**src/rtl/key_debounce.sv**
```systemverilog
// rtl/key_debounce.sv - multi-key synchroniser/debouncer with press, release and long-press strobes
//
// Conditions KEY_NUM raw key pins in the CLK_i domain. Each key passes
// through a 2-flop synchroniser and has its polarity normalised (1 = pressed).
// It is then debounced against a shared 1 ms tick.
//
// Optional feature macro: KEY_LONG_PRESS_EN (adds per-key hold counters and LONG_o)
//
// Ports:
//   CLK_i        in   1        global clock
//   RST_i        in   1        synchronous reset, active-high
//   KEY_i        in   KEY_NUM  raw asynchronous key pins
//   KEY_STATE_o  out  KEY_NUM  debounced level per key, 1 = pressed
//   PRESS_o      out  KEY_NUM  1-cycle strobe on debounced 0->1
//   RELEASE_o    out  KEY_NUM  1-cycle strobe on debounced 1->0
//   LONG_o       out  KEY_NUM  1-cycle strobe after a key is held LONG_MS (0 without the macro)

module key_debounce #(
    parameter int CLK_FREQ       = 300_000_000,
    parameter int KEY_NUM        = 8,
    parameter int DEBOUNCE_MS    = 20,
    parameter int LONG_MS        = 1000,
    parameter int KEY_ACTIVE_LOW = 1
) (
    input  logic               CLK_i,
    input  logic               RST_i,
    input  logic [KEY_NUM-1:0] KEY_i,
    output logic [KEY_NUM-1:0] KEY_STATE_o,
    output logic [KEY_NUM-1:0] PRESS_o,
    output logic [KEY_NUM-1:0] RELEASE_o,
    output logic [KEY_NUM-1:0] LONG_o
);

    localparam int DIV = CLK_FREQ / 1000;
    localparam int PW  = $clog2(DIV);
    localparam int DW  = $clog2(DEBOUNCE_MS + 1);

    // Synchroniser reset value is the released pin level, so reset never looks like a press.
    localparam logic [KEY_NUM-1:0] IDLE_LVL = (KEY_ACTIVE_LOW != 0) ? {KEY_NUM{1'b1}} : {KEY_NUM{1'b0}};

    if (CLK_FREQ % 1000 != 0 || CLK_FREQ < 2000 || DEBOUNCE_MS < 1 || LONG_MS <= DEBOUNCE_MS) begin : g_bad_cfg
        $error("key_debounce: illegal parameter combination");
    end

    typedef enum logic [1:0] {
        IDLE,
        PRESS_WAIT,
        PRESSED,
        REL_WAIT
    } state_t;

    logic [KEY_NUM-1:0] key_meta;
    logic [KEY_NUM-1:0] key_sync;
    logic [KEY_NUM-1:0] s_key;
    logic [PW-1:0]      pre_cnt;
    logic               tick;

    state_t             state     [KEY_NUM];
    state_t             state_nxt [KEY_NUM];
    logic [DW-1:0]      dcnt      [KEY_NUM];
    logic [DW-1:0]      dcnt_nxt  [KEY_NUM];
    logic [KEY_NUM-1:0] press_nxt;
    logic [KEY_NUM-1:0] release_nxt;
    logic [KEY_NUM-1:0] level_nxt;

    assign s_key = (KEY_ACTIVE_LOW != 0) ? ~key_sync : key_sync;
    assign tick  = (pre_cnt == PW'(DIV - 1));

    always_comb begin
        for (int k = 0; k < KEY_NUM; k++) begin
            state_nxt[k]   = state[k];
            dcnt_nxt[k]    = dcnt[k];
            press_nxt[k]   = 1'b0;
            release_nxt[k] = 1'b0;

            case (state[k])
                IDLE: begin
                    if (s_key[k]) begin
                        state_nxt[k] = PRESS_WAIT;
                        dcnt_nxt[k]  = '0;
                    end
                end
                PRESS_WAIT: begin
                    // Bounce is tested first so it beats a coincident tick.
                    if (!s_key[k]) begin
                        state_nxt[k] = IDLE;
                        dcnt_nxt[k]  = '0;
                    end else if (tick) begin
                        if (dcnt[k] == DW'(DEBOUNCE_MS - 1)) begin
                            state_nxt[k] = PRESSED;
                            dcnt_nxt[k]  = '0;
                            press_nxt[k] = 1'b1;
                        end else begin
                            dcnt_nxt[k] = dcnt[k] + DW'(1);
                        end
                    end
                end
                PRESSED: begin
                    if (!s_key[k]) begin
                        state_nxt[k] = REL_WAIT;
                        dcnt_nxt[k]  = '0;
                    end
                end
                REL_WAIT: begin
                    if (s_key[k]) begin
                        state_nxt[k] = PRESSED;
                        dcnt_nxt[k]  = '0;
                    end else if (tick) begin
                        if (dcnt[k] == DW'(DEBOUNCE_MS - 1)) begin
                            state_nxt[k]   = IDLE;
                            dcnt_nxt[k]    = '0;
                            release_nxt[k] = 1'b1;
                        end else begin
                            dcnt_nxt[k] = dcnt[k] + DW'(1);
                        end
                    end
                end
                default: begin
                    state_nxt[k] = IDLE;
                    dcnt_nxt[k]  = '0;
                end
            endcase

            level_nxt[k] = (state_nxt[k] == PRESSED) || (state_nxt[k] == REL_WAIT);
        end
    end

    always_ff @(posedge CLK_i) begin
        if (RST_i) begin
            key_meta    <= IDLE_LVL;
            key_sync    <= IDLE_LVL;
            pre_cnt     <= '0;
            KEY_STATE_o <= '0;
            PRESS_o     <= '0;
            RELEASE_o   <= '0;
            for (int k = 0; k < KEY_NUM; k++) begin
                state[k] <= IDLE;
                dcnt[k]  <= '0;
            end
        end else begin
            key_meta    <= KEY_i;
            key_sync    <= key_meta;
            pre_cnt     <= tick ? '0 : pre_cnt + PW'(1);
            KEY_STATE_o <= level_nxt;
            PRESS_o     <= press_nxt;
            RELEASE_o   <= release_nxt;
            for (int k = 0; k < KEY_NUM; k++) begin
                state[k] <= state_nxt[k];
                dcnt[k]  <= dcnt_nxt[k];
            end
        end
    end

`ifdef KEY_LONG_PRESS_EN
    // Hold time is measured from the accepted press, so the target excludes the debounce time.
    localparam int HOLD_T = LONG_MS - DEBOUNCE_MS;
    localparam int HW     = $clog2(HOLD_T + 1);

    logic [HW-1:0]      hold     [KEY_NUM];
    logic [HW-1:0]      hold_nxt [KEY_NUM];
    logic [KEY_NUM-1:0] long_nxt;
    logic [KEY_NUM-1:0] long_r;

    always_comb begin
        for (int k = 0; k < KEY_NUM; k++) begin
            hold_nxt[k] = hold[k];
            long_nxt[k] = 1'b0;
            if (press_nxt[k]) begin
                hold_nxt[k] = '0;
            end else if (tick && (state[k] == PRESSED || state[k] == REL_WAIT)
                         && hold[k] != HW'(HOLD_T)) begin
                // Saturates at HOLD_T, giving one strobe per press.
                hold_nxt[k] = hold[k] + HW'(1);
                long_nxt[k] = (hold[k] == HW'(HOLD_T - 1));
            end
        end
    end

    always_ff @(posedge CLK_i) begin
        if (RST_i) begin
            long_r <= '0;
            for (int k = 0; k < KEY_NUM; k++) begin
                hold[k] <= '0;
            end
        end else begin
            long_r <= long_nxt;
            for (int k = 0; k < KEY_NUM; k++) begin
                hold[k] <= hold_nxt[k];
            end
        end
    end

    assign LONG_o = long_r;
`else
    assign LONG_o = '0;
`endif

endmodule

```
**config.mk**
```make
export PLATFORM = sky130hd
export DESIGN_NAME = key_debounce
export DESIGN_NICKNAME = d
export VERILOG_FILES = /design/src/rtl/key_debounce.sv
export SDC_FILE = /design/constraint.sdc
export NUM_CORES = 1
export LEC_CHECK = 0
export ABC_AREA = 1
export BUFFER_PORTS_ARGS = -buffer_cell sky130_fd_sc_hd__buf_2
export CORE_ASPECT_RATIO = 1.25
export CORE_MARGIN = 3
export CORE_UTILIZATION = 30
export CTS_CLUSTER_DIAMETER = 50
export DETAILED_ROUTE_END_ITERATION = 8
export GPL_ROUTABILITY_DRIVEN = 0
export PLACE_DENSITY = 0.56
export SLEW_MARGIN = 25
export SYNTH_ARGS = -nofsm -noshare
export SYNTH_HDL_FRONTEND = slang
export SYNTH_SLANG_ARGS = --single-unit
```
**constraint.sdc**
```tcl
create_clock -name CLK_i -period 3.7 [get_ports CLK_i]
set_input_delay 0.74 -clock CLK_i [delete_from_list [all_inputs] [get_ports CLK_i]]
set_output_delay 0.74 -clock CLK_i [all_outputs]
set_load 0.03 [all_outputs]
```
==> impl_metrics.csv, run 1 <==
group,metric,value,unit
synth,postSynth.asyncResetShare,0,%
layout,layout-drive-gt1-share,13.6,%
synth,synth_top_area_cell,"dfxtp_1",
clock_tree,clkLatencyLatePin,420,ps
clock_tree,clock_path_buffers,2,
floorplan,chipWidth,127,µm
placement,port_buffers,33,
floorplan,pin_count,42,
layout,diodes,0,
clock_tree,cts_tree,"done",
critical_path,r2r_slack,1450,ps
route,wl_per_cell,11.4,µm
timing,drv_slew,0,
timing,setup_violations,0,
floorplan,start_util,30.9,%
timing,min_period,2250,ps
critical_path,cp_max_fo,23,
layout,area_delta_synth_final,17.3,%
clock_tree,cts_htree_levels,4,
floorplan,rows,54,
critical_path,start_kind,"register",
critical_path,cp_data_required_time,4010,ps
synth,ys_warn_count,0,
outcome,status,"finished clean",
timing,fin_setup_tns,0,ps
timing,clock_skew,13.2,ps
critical_path,r2r_end,"dcnt[1][19]",
route,drcViolationCount,0,
timing,hold_viol,0,
placement,dp_hpwl,8020,µm
grt,overflow,0,
power_and_ir_drop,p_leak,0.00272,µW
timing,final.period_utilization,60.8,%
synth,synth_top_area_share,41.7,%
clock_tree,cts_sinks,114,
route,drt_first_pass_iters,5,
synth,netlist_instances,743,
route,drtIter0Drc,250,
floorplan,floorplan.core_area,17700,µm²
critical_path,cp_top_family,"simple AND/OR/NAND/NOR gates",
timing,worstMarginPinSlew,663,ps
synth,ys_ff_latch,114,
grt,grt_max_degree,45,
synth,syn_avg_cell_area,7.37,µm²
route,antenna_left,0,
synth,yosysMostFrequentCell,"nand2_1",
clock_tree,cts-root-buf,"clkbuf_16",
job,cap_violations,0,
placement,dp_slack,1440,ps
clock_tree,hold_buffers,0,
grt,antenna_found_initial,0,
power_and_ir_drop,ir_drop,0.285,mV
clock_tree,clkTransAtPathRegs,50,ps
synth,synth_cell_types,38,
grt,grt_pass1_vias,4439,
grt,grt_pass1_wl,19900,µm
synth,ys_top_cells_by_area,"dfxtp_1 42%, nand2_1 11%, inv_1 5.7%, a21oi_1 5.5%, nor2_1 5.1%",
timing,grt_setup_unrepaired,"false",
critical_path,r2r_cells,10,
critical_path,slowest_delay,500,ps
min_path,hold_depth,1,
critical_path,cp_common_cell,"nor2_1",
floorplan,dieArea,19900,µm²
synth,synth_edf_count,0,
timing,setup_slack,1450,ps
grt,track_usage,12.3,%
route,via_count,4639,
route,drt-total-wl,11600,µm
layout,fin_util,36.3,%
floorplan,die_h,157,µm
synth,syn_area,5470,µm²
clock_tree,cts_buffers,17,
layout,nNetsFinal,812,
synth,synth-main-ff-cell,"dfxtp_1",
min_path,hold_start,"key_meta[6]",
timing,timing.fmax,0.445,GHz
clock_tree,cts_setup_buffers,0,
timing,relSlewSlack,55.8,%
critical_path,crit_chain,"ha_1, nand3_1, inv_1, nand3_1, nor2_4, inv_1, nor2_1, nor2_1, o21ai_0, nor2_1",
critical_path,r2r_start,"pre_cnt[0]",
power_and_ir_drop,power_density,529,nW/µm²
clock_tree,cts_resized,0,
synth,synth-seq-area-share,41.7,%
critical_path,slowest_stage,"nor2_4",
min_path,hold_end,"key_sync[6]",
critical_path,worst_setup_path_end_kind,"register",
min_path,hold_path_class,"reg -> reg",
critical_path,worstSetupPathType,"reg -> reg",
route,via_per_inst,4.56,
synth,synth_commonest_cells,"157 x nand2_1, 114 x dfxtp_1, 83 x inv_1",
critical_path,arrival,2550,ps
critical_path,cp.buffers_inverters,2,
==> power by group <==
| group | leakage, µW | total (µW) | internal (µW) | switching (µW) |
|---|---|---|---|---|
| Combinational | 0.00150 | 417 | 138 | 279 |
| Clock | 0.000291 | 1660 | 1100 | 563 |
| Sequential | 0.000924 | 1320 | 1280 | 37.4 |
==> metal layers <==
| layer | GRT usage, % | up-vias | part of all wire, % |
|---|---|---|---|
| li1 | - | 2464 | - |
| met1 | 14.2 | 2092 | 47 |
| met2 | 20.7 | 63 | 47 |
| met3 | 3.63 | 20 | 3.8 |
| met4 | 6.69 | 0 | 2.1 |
| met5 | 0 | - | 0 |
==> layout make-up <==
type                            count  area (µm²)
Fill cell                        1867       11300
Multi-Input combinational cell    525        2750
Sequential cell                   114        2280
Timing Repair Buffer               35         180
Tap cell                          224         280
Clock inverter                     10         133
Inverter                           88         330
Clock buffer                       21         470
==> worst max path at each step <==
stage	startpoint	to	cells after the start
2_1_floorplan	RST_i	dcnt[1][6]	5
3_3_place_gp	RST_i	pre_cnt[2]	5
3_5_place_dp	pre_cnt[0]	dcnt[1][19]	10
4_1_cts	pre_cnt[0]	dcnt[1][19]	10
5_1_grt	pre_cnt[0]	dcnt[1][19]	10
6_report	pre_cnt[0]	dcnt[1][19]	10
==> placed cells by master (no fill, tap or decap), drive strengths merged, types with 2 or more instances in the layout <==
cell and instances:
buf 35, inv 87, nand4 15, nor3b 6, xnor2 5, clkinvlp 3, conb 8, nand3 50
a21oi 60, xor2 21, nand2 160, ha 21, o21a 4, clkbuf 21, clkinv 5, dfxtp 114
nor3 22, o21ai 40, bufinv 3, nor2 84, or2 21, nor4 2
==> sequential cells by signal (all words and copies together) (netlist names) <==
| register | flops |
|---|---|
| key_meta | 8 |
| KEY_STATE_o | 8 |
| RELEASE_o | 8 |
| key_sync | 8 |
| pre_cnt | 19 |
| state | 15 |
| PRESS_o | 8 |
| dcnt | 40 |
==> stage by stage <==
stage | instances | hold WS (ps) | instance area [µm²] | total power [µW]
floorplan | 750 | 389 | 5500 | 1670
global placement | 986 | 392 | 5820 | 1760
detailed placement | 986 | 393 | 5820 | 1760
CTS | 1017 | 406 | 6420 | 3440
global route | 1017 | 413 | 6420 | 3560
finish | 1017 | 405 | 6420 | 3400
==> kinds of logic after synthesis <==
logic type / Yosys count / synth area share [%]
compound gates: 108 / 10.2
xor+xnor: 26 / 4.16
fa+ha+maj: 21 / 4.80
buf+inv: 111 / 8.62
flops: 114 / 41.7
other cells: 1 / 0.0685
simple gates: 362 / 30.4
Note: power is estimated with default switching activity, not from simulation.
==> run 2: changes to the inputs <==
clock period = 2.15 ns   (was 3.7 ns; I/O delays follow)
==> run 2 against run 1 <==
Clock-buffer cell count is 2 lower. Total power is 84% higher. Combinational power is 81% higher. Clock skew is 4.1 ps lower. Final area is 3.0% higher. Flip-flop and latch count stayed put. Largest power group unchanged.
==> impl_metrics.csv, run 2 (synthesis results as in run 1) <==
group,metric,value,unit
critical_path,worstSetupPathType,"reg -> reg",
floorplan,pin_count,42,
placement,dp_hpwl,8410,µm
outcome,status,"finished clean",
clock_tree,cts-root-buf,"clkbuf_16",
grt,grt_pass1_wl,20300,µm
route,wl_per_cell,11.7,µm
route,antenna_left,0,
critical_path,worst_setup_path_end_kind,"register",
route,via_per_inst,4.55,
critical_path,crit_chain,"ha_1, nand3_1, inv_1, nand3_2, nor2_8, nand2_1, nor2_2, o21ai_0, a21oi_1",
critical_path,start_kind,"register",
critical_path,r2r_slack,250,ps
grt,track_usage,12.7,%
clock_tree,cts_htree_levels,4,
critical_path,cp_top_family,"simple AND/OR/NAND/NOR gates",
timing,timing.fmax,0.525,GHz
timing,fin_setup_tns,0,ps
layout,fin_util,37.4,%
critical_path,r2r_end,"state[1][1]",
timing,hold_viol,0,
grt,grt_max_degree,27,
clock_tree,cts_buffers,17,
layout,layout_common_cells,"157 x nand2_1, 114 x dfxtp_1, 83 x inv_1",
route,wl_met1,5500,µm
floorplan,rows,54,
layout,reg_top3,"dcnt x40, pre_cnt x19, state x15",
critical_path,arrival,2250,ps
critical_path,cp_data_required_time,2500,ps
critical_path,slowest_delay,350,ps
floorplan,chipWidth,127,µm
route,drtIter0Drc,255,
route,drt_first_pass_iters,4,
route,wl_met3,449,µm
route,highest_layer,"met4",
grt,overflow,0,
route,drt-total-wl,12100,µm
route,met2_wirelength,5990,µm
min_path,hold_start,"KEY_i[2]",
layout,diodes,0,
clock_tree,clkLatencyLatePin,420,ps
critical_path,r2r_cells,9,
floorplan,dieArea,19900,µm²
timing,final.period_utilization,88.5,%
power_and_ir_drop,p_leak,0.00282,µW
min_path,hold_end,"key_meta[2]",
floorplan,floorplan.core_area,17700,µm²
timing,min_period,1900,ps
clock_tree,hold_buffers,0,
placement,placedCellCount,997,
job,cap_violations,0,
layout,final_cells,1032,
layout,multi_input_area,2770,µm²
critical_path,slowest_stage,"dfxtp_1",
clock_tree,cts_tree,"done",
route,via_count,4692,
timing,grt_setup_unrepaired,"false",
critical_path,critPathLaunch,"pre_cnt[0]",
placement,port_buffers,33,
clock_tree,cts_setup_buffers,0,
floorplan,start_util,30.9,%
clock_tree,clkTransAtPathRegs,60,ps
critical_path,r2r_start,"pre_cnt[0]",
layout,layout-drive-gt1-share,15.3,%
grt,antenna_found_initial,0,
layout,area_delta_synth_final,20.9,%
layout,nNetsFinal,826,
timing,clock_skew,9.06,ps
critical_path,cp.buffers_inverters,1,
power_and_ir_drop,ir_drop,0.624,mV
layout,seqCellArea,2280,µm²
layout,top_register,"dcnt",
timing,drv_slew,0,
min_path,hold_path_class,"in -> reg",
clock_tree,cts_resized,0,
clock_tree,cts_sinks,114,
layout,largest_reg_flops,40,
clock_tree,clock_path_buffers,2,
critical_path,cp_max_fo,6,
grt,grt_pass1_vias,4420,
route,drcViolationCount,0,
power_and_ir_drop,power_density,946,nW/µm²
min_path,hold_depth,2,
layout,final_common_cell,"nand2_1",
timing,setup_violations,0,
floorplan,die_h,157,µm
layout,nFillCells,1871,
[run 2: cell count changes in the layout (fill, tap and decap cells not counted), sizes merged]
cell / before / now
clkinvlp: 3 / 2
clkinv: 5 / 6
clkbuf: 21 / 19
buf: 35 / 47
nor2: 84 / 86
bufinv: 3 / 6
[run 2: power by group]
part           switching [µW]  internal (µW)
Clock                    1010           2230
Combinational             494            259
Sequential               67.6           2200
Total                    1570           4690
[run 2: per-layer routing]
metal  global-route usage, %  vias up
li1                        -     2490
met1                    14.3     2103
met2                    21.9       83
met3                    4.48       16
met4                    4.85        0
met5                       0        -
[run 2: per-stage QoR]
step	setup slack (ps)	hold slack, ps	area [µm²]	power (µW)
after global routing	6.03	163	6620	6570
after global placement	270	391	5900	3070
final	246	191	6620	6260
after floorplan	581	389	5500	2880
after CTS	206	167	6590	6340
after detailed placement	215	394	5900	3060
[run 2: how the worst max path moves through the flow]
| stage | end | slack (ps) | cells after the start |
|---|---|---|---|
| floorplan | dcnt[0][9] | 580 | 9 |
| global placement | dcnt[0][14] | 270 | 10 |
| detailed placement | dcnt[1][7] | 220 | 10 |
| CTS | dcnt[0][14] | 210 | 10 |
| global route | PRESS_o[3] | 6 | 10 |
| finish | state[1][1] | 250 | 9 |
[run 2: worst register-to-register path, cell delays in order (launching register included)]
cell and delay [ps]:
dfxtp_1 350, ha_1 200, nand3_1 130, inv_1 130, nand3_2 240, nor2_8 240, nand2_1 110, nor2_2 190
o21ai_0 130, a21oi_1 130
[run 2: area by class of cell]
cell class	count	area share, %
clock buffers	19	6.85
clock inverters	13	3.50
inverters	88	4.99
multi-input cells	527	41.8
flip-flops and latches	114	34.5
well taps	224	4.24
repair buffers	47	4.08
